===== src/rtl/emesh_txwr_burst.sv =====
// Write-burst generator for the elink txwr port: turns one burst command into
// count emesh write packets, honouring txwr_wait back-pressure.
module emesh_txwr_burst #(
  parameter int             PW      = 104,
  parameter int             AW      = 32,
  parameter int             CW      = 16,
  parameter logic [AW-1:0]  SRCADDR = '0
) (
  input  logic          clock,
  input  logic          reset,
  input  logic          cmd_valid,
  output logic          cmd_ready,
  input  logic [AW-1:0] cmd_dstaddr,
  input  logic [AW-1:0] cmd_data,
  input  logic [CW-1:0] cmd_count,
  input  logic [1:0]    cmd_datamode,
  input  logic [4:0]    cmd_ctrlmode,
  output logic          txwr_access,
  output logic [PW-1:0] txwr_packet,
  input  logic          txwr_wait,
  output logic          busy,
  output logic          burst_done,
  output logic          burst_error
);

  localparam int MODE_LSB = 1;
  localparam int ADDR_LSB = 8;
  localparam int DATA_LSB = ADDR_LSB + AW;

  typedef enum logic {IDLE, SEND} state_t;

  state_t        state, state_nxt;
  logic [CW-1:0] remain_p0;
  logic          load, advance, finish, reject, empty;

  logic [AW-1:0] pkt_addr, pkt_data;
  logic [1:0]    pkt_mode;

  function automatic logic is_aligned(input logic [AW-1:0] addr, input logic [1:0] mode);
    case (mode)
      2'd1:    is_aligned = (addr[0] == 1'b0);
      2'd2:    is_aligned = (addr[1:0] == 2'b00);
      2'd3:    is_aligned = (addr[2:0] == 3'b000);
      default: is_aligned = 1'b1;
    endcase
  endfunction

  function automatic logic [AW-1:0] addr_step(input logic [1:0] mode);
    addr_step = AW'(1) << mode;
  endfunction

  // The outgoing packet register is also the burst's address/data state.
  assign pkt_addr = txwr_packet[ADDR_LSB +: AW];
  assign pkt_data = txwr_packet[DATA_LSB +: AW];
  assign pkt_mode = txwr_packet[MODE_LSB +: 2];

  assign cmd_ready = (state == IDLE) && !reset;
  assign busy      = (state == SEND);

  always_ff @(posedge clock) begin
    if (reset) state <= IDLE;
    else       state <= state_nxt;
  end

  always_comb begin
    state_nxt = state;
    load      = 1'b0;
    advance   = 1'b0;
    finish    = 1'b0;
    reject    = 1'b0;
    empty     = 1'b0;
    case (state)
      IDLE: begin
        if (cmd_valid) begin
          if (!is_aligned(cmd_dstaddr, cmd_datamode)) begin
            reject = 1'b1;
          end else if (cmd_count == '0) begin
            empty = 1'b1;
          end else begin
            load      = 1'b1;
            state_nxt = SEND;
          end
        end
      end
      SEND: begin
        if (!txwr_wait) begin
          if (remain_p0 == '0) begin
            finish    = 1'b1;
            state_nxt = IDLE;
          end else begin
            advance = 1'b1;
          end
        end
      end
      default: state_nxt = IDLE;
    endcase
  end

  always_ff @(posedge clock) begin
    if (reset) begin
      txwr_access <= 1'b0;
      burst_done  <= 1'b0;
      burst_error <= 1'b0;
      txwr_packet <= '0;
    end else begin
      burst_done  <= empty | finish;
      burst_error <= reject;
      if (load)        txwr_access <= 1'b1;
      else if (finish) txwr_access <= 1'b0;
      if (load) begin
        txwr_packet <= {SRCADDR, cmd_data, cmd_dstaddr, cmd_ctrlmode, cmd_datamode, 1'b1};
      end else if (advance) begin
        txwr_packet[DATA_LSB +: AW] <= pkt_data + AW'(1);
        txwr_packet[ADDR_LSB +: AW] <= pkt_addr + addr_step(pkt_mode);
      end
    end
  end

  // remain_p0 counts packets still to follow the one currently presented.
  always_ff @(posedge clock) begin
    if (load)         remain_p0 <= cmd_count - CW'(1);
    else if (advance) remain_p0 <= remain_p0 - CW'(1);
  end

endmodule

===== config.mk =====
export PLATFORM = sky130hd
export DESIGN_NAME = emesh_txwr_burst
export DESIGN_NICKNAME = d
export VERILOG_FILES = /design/src/rtl/emesh_txwr_burst.sv
export SDC_FILE = /design/constraint.sdc
export NUM_CORES = 1
export LEC_CHECK = 0
export BUFFER_PORTS_ARGS = -buffer_cell sky130_fd_sc_hd__buf_2
export CORE_ASPECT_RATIO = 1.25
export CORE_MARGIN = 3
export CORE_UTILIZATION = 46
export CTS_CLUSTER_DIAMETER = 100
export DETAILED_ROUTE_END_ITERATION = 6
export HOLD_SLACK_MARGIN = 0.06
export PLACE_DENSITY = 0.78
export SETUP_SLACK_MARGIN = 0.02
export SLEW_MARGIN = 30
export SYNTH_ARGS = -nofsm -noshare
export SYNTH_HDL_FRONTEND = slang
export SYNTH_SLANG_ARGS = --single-unit

===== constraint.sdc =====
create_clock -name clock -period 3.88 [get_ports clock]
set_clock_uncertainty 0.1 [all_clocks]
set_input_delay 0.388 -clock clock [delete_from_list [all_inputs] [get_ports clock]]
set_output_delay 0.388 -clock clock [all_outputs]
set_load 0.02 [all_outputs]

======== Word level (Yosys, flattened, before mapping) ========
Index checks and enable logic that the tools add are counted.
word-level totals
  bits in registers ....................... 92
  input port bits ......................... 91
  word-level logic and storage cells ...... 54
  output and inout port bits .............. 109
cells by class
  eq/ne operators ......................... 3
  bitwise logic cells ..................... 4
  reductions and logical operators ........ 9
  add/sub/neg operators ................... 4
  shifts and indexed selects .............. 1
  multiplexer cells ....................... 26
operators by type and width
  kind                     number
  $mux W64                 2
  $add A32 B1 Y32 const B  1
  $add A32 B32 Y32         1
  $logic_not A16 Y1        2
  $mux W16                 2
  $shl A1 B2 Y32 const A   1
  $sub A16 B1 Y16 const B  2
  $mux W1                  20
  $eq A2 B2 Y1 const B     2
  $reduce_bool A2 Y1       2
  $logic_not A3 Y1         1
  $not A1 Y1               3
  $pmux W1 S3              1
  $reduce_or A3 Y1         1
  $eq A2 B1 Y1 const B     1
  $logic_not A2 Y1         1
  $pmux W1 S2              1
  $logic_and A1 B1 Y1      1
  $logic_not A1 Y1         1
  $or A1 B1 Y1             1

======== Depth between registers and ports, before layout ========
Gate-level depths: netlist of the first run.
  word-level depth ........................ 8
  mapped depth ............................ 13
  depth with buffers taken out ............ 11

======== Least setup slack after synthesis of the first run ========
No wires, ideal clock.
  path type ............................... input to register
  from .................................... input port cmd_count[1]
  to ...................................... register remain_p0[14], data pin
  arrival time ............................ 3817 ps
  setup time .............................. 269 ps
  path buffers ............................ 2
  cell stages on the path ................. 13
  slack ................................... -307 ps
  required time ........................... 3511 ps
  cell sequence ........................... or4_4 -> nand2b_1 -> o21ai_1 -> buf_2 -> buf_2 -> mux2i_1 -> ha_1 -> or4b_1 -> nor3_1 -> a2bb2oi_1 -> a2111oi_0 -> xnor2_1 -> mux2i_1
between the ends
  longest elaborated chain between the ends .. 6
  elaborated cells on any way between the ends .. 7
  classes of those cells .................. add/sub: 1; mux: 5; reduce/logical: 1
RTL lines
  element                                                                  line  RTL
  start: declaration                                                       15    input logic [CW-1:0] cmd_count,
  parallel branches: the longest is 5 deep, another holds $sub A16 B1 Y16  --
  $mux W16 (*)                                                             121   if (load) remain_p0 <= cmd_count - CW'(1);
  end signal: assignment                                                   121
  end signal: assignment                                                   122   else if (advance) remain_p0 <= remain_p0 - CW'(1);
  end: declaration                                                         33    logic [CW-1:0] remain_p0;
Mark *: on every way between the ends.
A chain may end at the register's enable or synchronous reset.

======== Worst setup path in the final report of the first run ========
  from .................................... input port cmd_count[11]
  to ...................................... register remain_p0[8], data pin
between the ends
  longest elaborated chain between the ends .. 6
RTL lines
  element            line  RTL
  $logic_not A16 Y1  77    end else if (cmd_count == '0) begin
  $mux W1            77
  $mux W1            75    if (!is_aligned(cmd_dstaddr, cmd_datamode)) begin
  $mux W1            74    if (cmd_valid) begin
  $mux W1            72    case (state)
  $mux W16           121
No other way between the ends.

==> summary.md, run 1 <==
| Metric | Value |
|---|---|
| Run status | completed |
| Slowest library cell on the worst path | sky130_fd_sc_hd__or4b_4 |
| Power density cells | 362.5 mW/mm^2 |
| Number of levels the H-tree was split into | 3 |
| WS Path Type | in2reg |
| Number of global-route vias before repair | 5027 |
| CP required | 3.84 ns |
| CTS Root Cell | sky130_fd_sc_hd__clkbuf_16 |
| CTS clk-pin slew, worst paths | 0.07 ns |
| Total half-perimeter wirelength after legalization and detailed placement | 11640 um |
| VDD IR-drop max | 213.1 uV |
| Area growth from synthesis to layout | 22.44% |
| Number of top-level design ports | 200 |
| Buffering stage count on the worst path with inverters included | 1 |
| Setup tns final | 0 ns |
| GRT Util Overall | 22.29% |
| Cell seen most often among critical-path stages | sky130_fd_sc_hd__mux2i_1 |
| Worst setup slack after layout | 0.3963 ns |
| Cell area after synthesis | 0.005677 mm^2 |
| FILL cells | 1084 |
| Pin count of the biggest net entering global routing | 80 |
| Sinks on Clock Net | 92 |
| TritonCTS clock tree | yes |
| Post-synthesis async set-or-reset flop share | 0% |
| Number of enable flip-flop cells after synthesis | 16 |
| Share of cells above drive strength 1 | 28.67% |
| Combinational power share | 19.9% |
| Avg WL per Cell | 15.69 um |
| Average cell area after synthesis | 8.549 um^2 |
| Worst hold stages | 3 |
| Final clock period utilization by the worst path | 89.79% |
| Global route total overflow | 0 |
| Number of max-capacitance violations reported | 0 |
| Die Height | 130.2 um |
| Longest Clk Path Bufs | 2 |
| Launch point of the worst reg-to-reg path | busy$_SDFF_PP0_ |
| Initial antenna violation count | 0 |
| Final hold violation count | 0 |
| Initial Util | 47.96% |
| Top cell type's share of synthesized area | 26.80% |
| Startpoint of the worst hold path | cmd_ctrlmode[3] |
| Signal arrival time at the worst endpoint | 3.44 ns |
| Final max-slew violation count | 0 |
| Critical path, cell by cell | buf_2 -> nor4_1 -> nand4_1 -> o21ai_4 -> mux2i_1 -> ha_2 -> or4b_4 -> nor3_4 -> a2bb2oi_4 -> a2111oi_2 -> xnor2_1 -> mux2i_1 |
| Total of warnings raised by yosys | 0 |
| IO Port Bufs | 167 |
| Wire length of the first global-routing pass | 24830 um |
| Main synth FF type | sky130_fd_sc_hd__dfxtp_1 |
| Count of cell instances traversed by the critical path | 12 |
| Top post-synthesis cells by area | sky130_fd_sc_hd__dfxtp_1 27%, sky130_fd_sc_hd__edfxtp_1 8.5%, sky130_fd_sc_hd__a211oi_1 5.7% |
| Synth area leader | sky130_fd_sc_hd__dfxtp_1 |
| #FFs+latches synth | 92 |
| Pre-CTS WS | 0.04731 ns |
| Number of vias in the routed layout | 5405 |
| Final setup violation count | 0 |
| Number of standard cells after synthesis | 664 |
| Gates resized, CTS repair | 0 |
| Area of the core region | 0.01184 mm^2 |
| Cell class contributing the biggest share of worst-path delay | simple AND/OR/NAND/NOR gates |
| Leak Pwr | 2.784 nW |
| Share of synthesized area occupied by flip-flops and latches | 35.27% |
| DRT antenna net count | 0 |
| Yosys cell types | 72 |
| Largest incremental delay on the critical path | 0.51 ns |
| Placed cell count | 975 |
| Die W | 105.4 um |
| Die area | 0.01372 mm^2 |
| Highest Clock Rate | 287.0 MHz |
| Cell Int Power | 1.763 mW |
| Number of violations reported at the end of detailed-routing iteration 0 | 223 |
| Final instance count without filler cells | 992 |
| Hold WS | 0.1807 ns |
| Setup Buffers After CTS | 0 |
| DRC violation count after routing | 0 |
| Worst min-delay path endpoint | txwr_packet[6]$_SDFFE_PP0P_ |
| Weighted congestion reported at the end of routability-driven placement | 0.9057 |
| Fraction of power spent switching nets | 30.02% |
| End of the worst register-to-register path | remain_p0[8]$_DFFE_PP_ |
| Number of CTS-inserted buffers | 9 |
| Tmin final | 3.484 ns |
| Clock latency of the later-clocked register in the worst-skew pair | 0.34 ns |
| Routed wire length | 15560 um |
| Worst R2R Path Depth | 11 |
| Flop pwr share | 45.1% |
| Setup crit start kind | input port |
| Kind of end point of the critical path | register |
| Net switching power of the design | 756.3 uW |
| Count of nets after finishing | 923 |
| # hold bufs at CTS | 0 |
| Setup repair after global routing missed its margin | false |
| Hold WC Path Type | in2reg |
| Vias per std cell | 5.449 |
| Total number of placement rows | 44 |
| Relative slew slack | 41.49% |
| R2r setup slk | 0.48 ns |
| Router iterations before antenna repair | 4 |
| Worst Tran Pin Value | 0.8777 ns |
| Portion of total power attributed to the clock network | 34.9% |
| Crit path max fanout | 9 |
[placed cells by master, fill, tap and decap left out, types with 6 or more instances in the layout]
cell                          n
sky130_fd_sc_hd__or3_1       11
sky130_fd_sc_hd__and2_1       8
sky130_fd_sc_hd__nor2_1      84
sky130_fd_sc_hd__conb_1      32
sky130_fd_sc_hd__nand2_1     49
sky130_fd_sc_hd__o21ai_0     13
sky130_fd_sc_hd__a2111oi_2    6
sky130_fd_sc_hd__nor3_1      18
sky130_fd_sc_hd__inv_1       15
sky130_fd_sc_hd__buf_4       15
sky130_fd_sc_hd__a31oi_1      8
sky130_fd_sc_hd__clkbuf_16    9
sky130_fd_sc_hd__edfxtp_1    16
sky130_fd_sc_hd__buf_2      166
sky130_fd_sc_hd__and4_1       8
sky130_fd_sc_hd__nor4_1      14
sky130_fd_sc_hd__xnor2_1     31
sky130_fd_sc_hd__dfxtp_1     76
sky130_fd_sc_hd__and3_1       6
sky130_fd_sc_hd__a211oi_1    43
sky130_fd_sc_hd__xor2_1      24
sky130_fd_sc_hd__nand3_1     25
sky130_fd_sc_hd__a21oi_1     25
sky130_fd_sc_hd__mux2i_1     13
sky130_fd_sc_hd__nand4_1     17
[power groups by stage]
stage	Combinational (mW)	Sequential, mW	Clock [mW]
after floorplan	0.291	1.21	0
after global placement	0.498	1.15	0
after detailed placement	0.505	1.16	0
after CTS	0.506	1.14	0.898
after global routing	0.550	1.15	0.947
final	0.503	1.14	0.880
[metrics by stage]
step	area [um^2]	util, %	total power [mW]
2_1_floorplan	5886	-	1.501
3_3_place_gp	6651	56.19	1.653
3_5_place_dp	6651	56.19	1.661
4_1_cts	6945	58.68	2.539
5_1_grt	6948	58.70	2.645
6_report	6950	58.72	2.520
[layer usage]
layer	global-route usage, %	up-vias	part of all wire [%]
met5	0	-	0
met4	8.108	0	2.2
met3	4.156	26	5.8
met2	38.63	159	50
met1	27.76	2502	42
li1	-	2718	-
[flip-flops by register name (all words and copies together), names as in the netlist]
name	cells
remain_p0	16
busy	1
burst_done	1
txwr_access	1
burst_error	1
txwr_packet	72
[worst max-delay path by stage]
stage                        from                 endpoint  slack (ns)
detailed placement  cmd_count[11]   remain_p0[8]$_DFFE_PP_        0.05
floorplan            cmd_count[1]  remain_p0[14]$_DFFE_PP_        0.06
finish              cmd_count[11]   remain_p0[8]$_DFFE_PP_        0.40
global route        cmd_count[11]  remain_p0[12]$_DFFE_PP_        0.19
global placement    cmd_count[11]  remain_p0[12]$_DFFE_PP_        0.18
CTS                 cmd_count[11]  remain_p0[12]$_DFFE_PP_        0.39
[cell type report]
class	count	area [um^2]	share of cell area (%)
Tap cell	161	201.4	2.898
Clock buffer	12	246.5	3.546
Multi-Input combinational cell	526	3451	49.65
Inverter	15	56.30	0.8101
Antenna cell	1	2.502	0.03600
Sequential cell	92	2002	28.80
Timing Repair Buffer	181	943.4	13.57
Clock inverter	4	47.55	0.6841
[synthesized netlist by cell type, types with 2 or more instances]
cell type	n
sky130_fd_sc_hd__a211oi_1	43
sky130_fd_sc_hd__o31ai_1	2
sky130_fd_sc_hd__o21ai_1	4
sky130_fd_sc_hd__o21ai_0	13
sky130_fd_sc_hd__o21a_1	2
sky130_fd_sc_hd__o21ai_2	3
sky130_fd_sc_hd__nor2_1	84
sky130_fd_sc_hd__and2_1	8
sky130_fd_sc_hd__xor2_1	24
sky130_fd_sc_hd__nand2_1	49
sky130_fd_sc_hd__a21oi_1	26
sky130_fd_sc_hd__nor3b_1	2
sky130_fd_sc_hd__clkbuf_1	13
sky130_fd_sc_hd__o211ai_1	4
sky130_fd_sc_hd__buf_4	32
sky130_fd_sc_hd__or4_4	3
sky130_fd_sc_hd__mux2i_1	13
sky130_fd_sc_hd__and4_1	8
sky130_fd_sc_hd__nand2b_1	6
sky130_fd_sc_hd__nor4_1	14
sky130_fd_sc_hd__nand3_1	25
sky130_fd_sc_hd__inv_1	15
sky130_fd_sc_hd__nand4_1	17
sky130_fd_sc_hd__a21o_1	2
sky130_fd_sc_hd__buf_6	3
sky130_fd_sc_hd__a22oi_1	2
sky130_fd_sc_hd__a311oi_1	5
sky130_fd_sc_hd__or3_1	11
sky130_fd_sc_hd__and3_1	6
sky130_fd_sc_hd__nor3_1	19
sky130_fd_sc_hd__buf_2	9
sky130_fd_sc_hd__buf_1	5
sky130_fd_sc_hd__a31oi_1	8
sky130_fd_sc_hd__a211oi_2	2
sky130_fd_sc_hd__ha_1	6
sky130_fd_sc_hd__a221oi_1	4
sky130_fd_sc_hd__or4_1	3
sky130_fd_sc_hd__nor2b_1	5
sky130_fd_sc_hd__a311oi_2	5
sky130_fd_sc_hd__dfxtp_1	76
sky130_fd_sc_hd__edfxtp_1	16
sky130_fd_sc_hd__xnor2_1	31
sky130_fd_sc_hd__a2111oi_0	7
[cell families after synthesis]
group | after synthesis | share of synthesized area, %
compound gates | 143 | 18.58
xor+xnor | 55 | 8.486
fa+ha+maj | 7 | 1.675
buf+inv | 77 | 7.802
flops | 92 | 35.27
mux | 14 | 2.557
other cells | 1 | 0.06606
simple gates | 275 | 25.57
[worst register-to-register path, delay by kind of cell (launching register included)]
| kind | cells | cell delay (ns) |
|---|---|---|
| multiplexers | 2 | 0.31 |
| XOR/XNOR | 1 | 0.18 |
| AO/OA/AOI/OAI | 4 | 1.01 |
| AND/OR/NAND/NOR | 3 | 0.92 |
| flip-flops | 1 | 0.38 |
| adder cells (fa/ha/maj) | 1 | 0.25 |
Note: power is estimated with default switching activity, not from simulation.
==> inputs of run 2 (changes only) <==
CORE_UTILIZATION = 51   (was 46)
PLACE_DENSITY = 0.81   (was 0.78)
clock period = 3.5 ns   (was 3.88 ns; I/O delays follow)
==> summary.md, run 2 (synthesis results as in run 1) <==
| Metric | Value |
|---|---|
| WS Path Type | in2reg |
| IO Port Bufs | 167 (unchanged) |
| Longest Clk Path Bufs | 2 (unchanged) |
| Final clock period utilization by the worst path | 94.19% |
| GRT Util Overall | 25.48% (+3.2 points) |
| FILL cells | 897 (-17%) |
| Power density cells | 395.7 mW/mm^2 (+9.2%) |
| Post-DP Area | 0.006764 mm^2 (+1.7%) |
| Setup crit start kind | input port |
| Total power consumption of the routed design | 2.789 mW (+11%) |
| Multi-input gate area | 0.003478 mm^2 (+0.80%) |
| Highest-count cells in the layout ignoring fill and taps | 167 x sky130_fd_sc_hd__buf_2, 84 x sky130_fd_sc_hd__nor2_1, 76 x sky130_fd_sc_hd__dfxtp_1 |
| DRC violation count after routing | 0 (unchanged) |
| Leading cell type in the layout, fill and taps excluded | sky130_fd_sc_hd__buf_2 |
| Final setup violation count | 0 (unchanged) |
| Count of nets after finishing | 940 (+1.8%) |
| Global route total overflow | 0 (unchanged) |
| DRT antenna net count | 0 (unchanged) |
| Router iterations before antenna repair | 6 (+2) |
| Leak Pwr | 2.854 nW (+2.5%) |
| Highest Clock Rate | 303.3 MHz |
| Die area | 0.01244 mm^2 (-9.3%) |
| Relative slew slack | 37.58% (-3.9 points) |
| Pin count of the biggest net entering global routing | 83 (+3.8%) |
| Hold WC Path Type | in2reg |
| Register cell area after layout | 0.002002 mm^2 (unchanged) |
| Registers with the most flip-flops | txwr_packet: 72 flops, remain_p0: 16 flops |
| Cell area after layout | 0.007048 mm^2 (+1.4%) |
| Avg WL per Cell | 16.74 um (+6.7%) |
| Number of top-level design ports | 200 (unchanged) |
| Total half-perimeter wirelength after legalization and detailed placement | 11960 um (+2.7%) |
| Number of max-capacitance violations reported | 0 (unchanged) |
| Crit path max fanout | 9 (unchanged) |
| Final hold violation count | 0 (unchanged) |
| Total number of placement rows | 42 (-4.5%) |
| R2r setup slk | 0.35 ns (-0.13 ns) |
| Tmin final | 3.297 ns |
| Clock latency of the later-clocked register in the worst-skew pair | 0.34 ns (about the same) |
| Area growth from synthesis to layout | 24.16% |
| Setup Buffers After CTS | 0 (unchanged) |
| Weighted congestion reported at the end of routability-driven placement | 0.8980 (-0.85%) |
| Number of global-route vias before repair | 5297 (+5.4%) |
| Share of cells above drive strength 1 | 29.99% (+1.3 points) |
| Largest register FFs | 72 (unchanged) |
| Initial antenna violation count | 0 (unchanged) |
| Final max-slew violation count | 0 (unchanged) |
| Number of CTS-inserted buffers | 9 (unchanged) |
| Number of levels the H-tree was split into | 3 (unchanged) |
| Run status | completed |
| Number of violations reported at the end of detailed-routing iteration 0 | 267 (+20%) |
| TritonCTS clock tree | yes |
| CP required | 3.47 ns (-0.37 ns) |
| Kind of end point of the critical path | register |
| Post-layout util | 65.74% (+7.0 points) |
| Number of vias in the routed layout | 5711 (+5.7%) |
| Vias per std cell | 5.834 (+7.1%) |
| Antenna cell count | 0 (-1) |
| Die W | 100.4 um (-4.7%) |
| Die Height | 124.0 um (-4.8%) |
| CTS clk-pin slew, worst paths | 0.06 ns (about the same) |
| Signal arrival time at the worst endpoint | 3.27 ns (-0.17 ns) |
| CTS Root Cell | sky130_fd_sc_hd__clkbuf_16 |
| Initial Util | 52.95% (+5.0 points) |
| Register with the most flip-flops | txwr_packet |
| Wire length of the first global-routing pass | 25590 um (+3.1%) |
| Routed wire length | 16390 um (+5.3%) |
| Setup tns final | 0 ns (unchanged) |
| Setup repair after global routing missed its margin | false |
| Area of the core region | 0.01072 mm^2 (-9.4%) |
| Worst Tran Pin Value | 0.9343 ns (+0.05661 ns) |
| Sinks on Clock Net | 92 (unchanged) |
| VDD IR-drop max | 271.1 uV (+27%) |
-- run 2: cell count changes in the layout (fill, tap and decap cells not counted), moves of 2 or more --
cell,change
sky130_fd_sc_hd__buf_4,+16
sky130_fd_sc_hd__clkbuf_1,+2
sky130_fd_sc_hd__clkinv_1,+2
sky130_fd_sc_hd__inv_4,-2
-- run 2: per-layer routing --
| layer | up-vias | wire length (um) | global-route usage [%] |
|---|---|---|---|
| met5 | - | 0 | 0 |
| met4 | 0 | 449 | 10.45 |
| met3 | 37 | 1075 | 3.697 |
| met2 | 246 | 8284 | 43.70 |
| met1 | 2684 | 6577 | 32.06 |
| li1 | 2744 | - | - |
-- run 2: final cells by class --
cell class	instances	area share, %
clock buffer	13	3.408
tap	132	2.343
sequential	92	28.40
inverter	15	0.7989
timing repair buffer	198	15.16
multi-input combinational	526	49.35
clock inverter	3	0.5326
-- run 2: path summary, 6_finish.rpt --
path / start / to / cells after the start
setup reg to reg: busy$_SDFF_PP0_ / remain_p0[12]$_DFFE_PP_ / 12
hold reg to reg: txwr_packet[3]$_SDFFE_PP0P_ / txwr_packet[3]$_SDFFE_PP0P_ / 2
setup / recovery: cmd_count[7] / remain_p0[12]$_DFFE_PP_ / 13
hold / removal: cmd_ctrlmode[0] / txwr_packet[3]$_SDFFE_PP0P_ / 3
-- run 2: repair_timing --
action,in CTS,in global routing
setup endpoints to repair,0,2
resized for setup,0,1
hold buffers,0,0
-- run 2: metrics by stage --
stage	setup slack, ns	cells	hold slack (ns)
floorplan	-0.2061	695	0.3860
global placement	-0.01067	963	0.3400
detailed placement	-0.1663	963	0.3456
CTS	0.1836	979	0.1410
global route	0.05528	979	0.1574
finish	0.2035	979	0.1450
-- run 2: critical path, stage by stage --
cell	delay, ns
sky130_fd_sc_hd__buf_2	0.10
sky130_fd_sc_hd__nor4_1	0.29
sky130_fd_sc_hd__buf_4	0.17
sky130_fd_sc_hd__nand4_1	0.17
sky130_fd_sc_hd__o21ai_4	0.24
sky130_fd_sc_hd__mux2i_1	0.26
sky130_fd_sc_hd__ha_2	0.21
sky130_fd_sc_hd__or4b_4	0.51
sky130_fd_sc_hd__nor3_4	0.16
sky130_fd_sc_hd__a2bb2oi_4	0.14
sky130_fd_sc_hd__a2111oi_2	0.39
sky130_fd_sc_hd__xnor2_1	0.18
sky130_fd_sc_hd__mux2i_1	0.09
-- run 2: report_power, final --
group | switching [mW] | internal [mW]
Combinational | 0.355 | 0.226
Sequential | 0.0934 | 1.17
Clock | 0.395 | 0.551
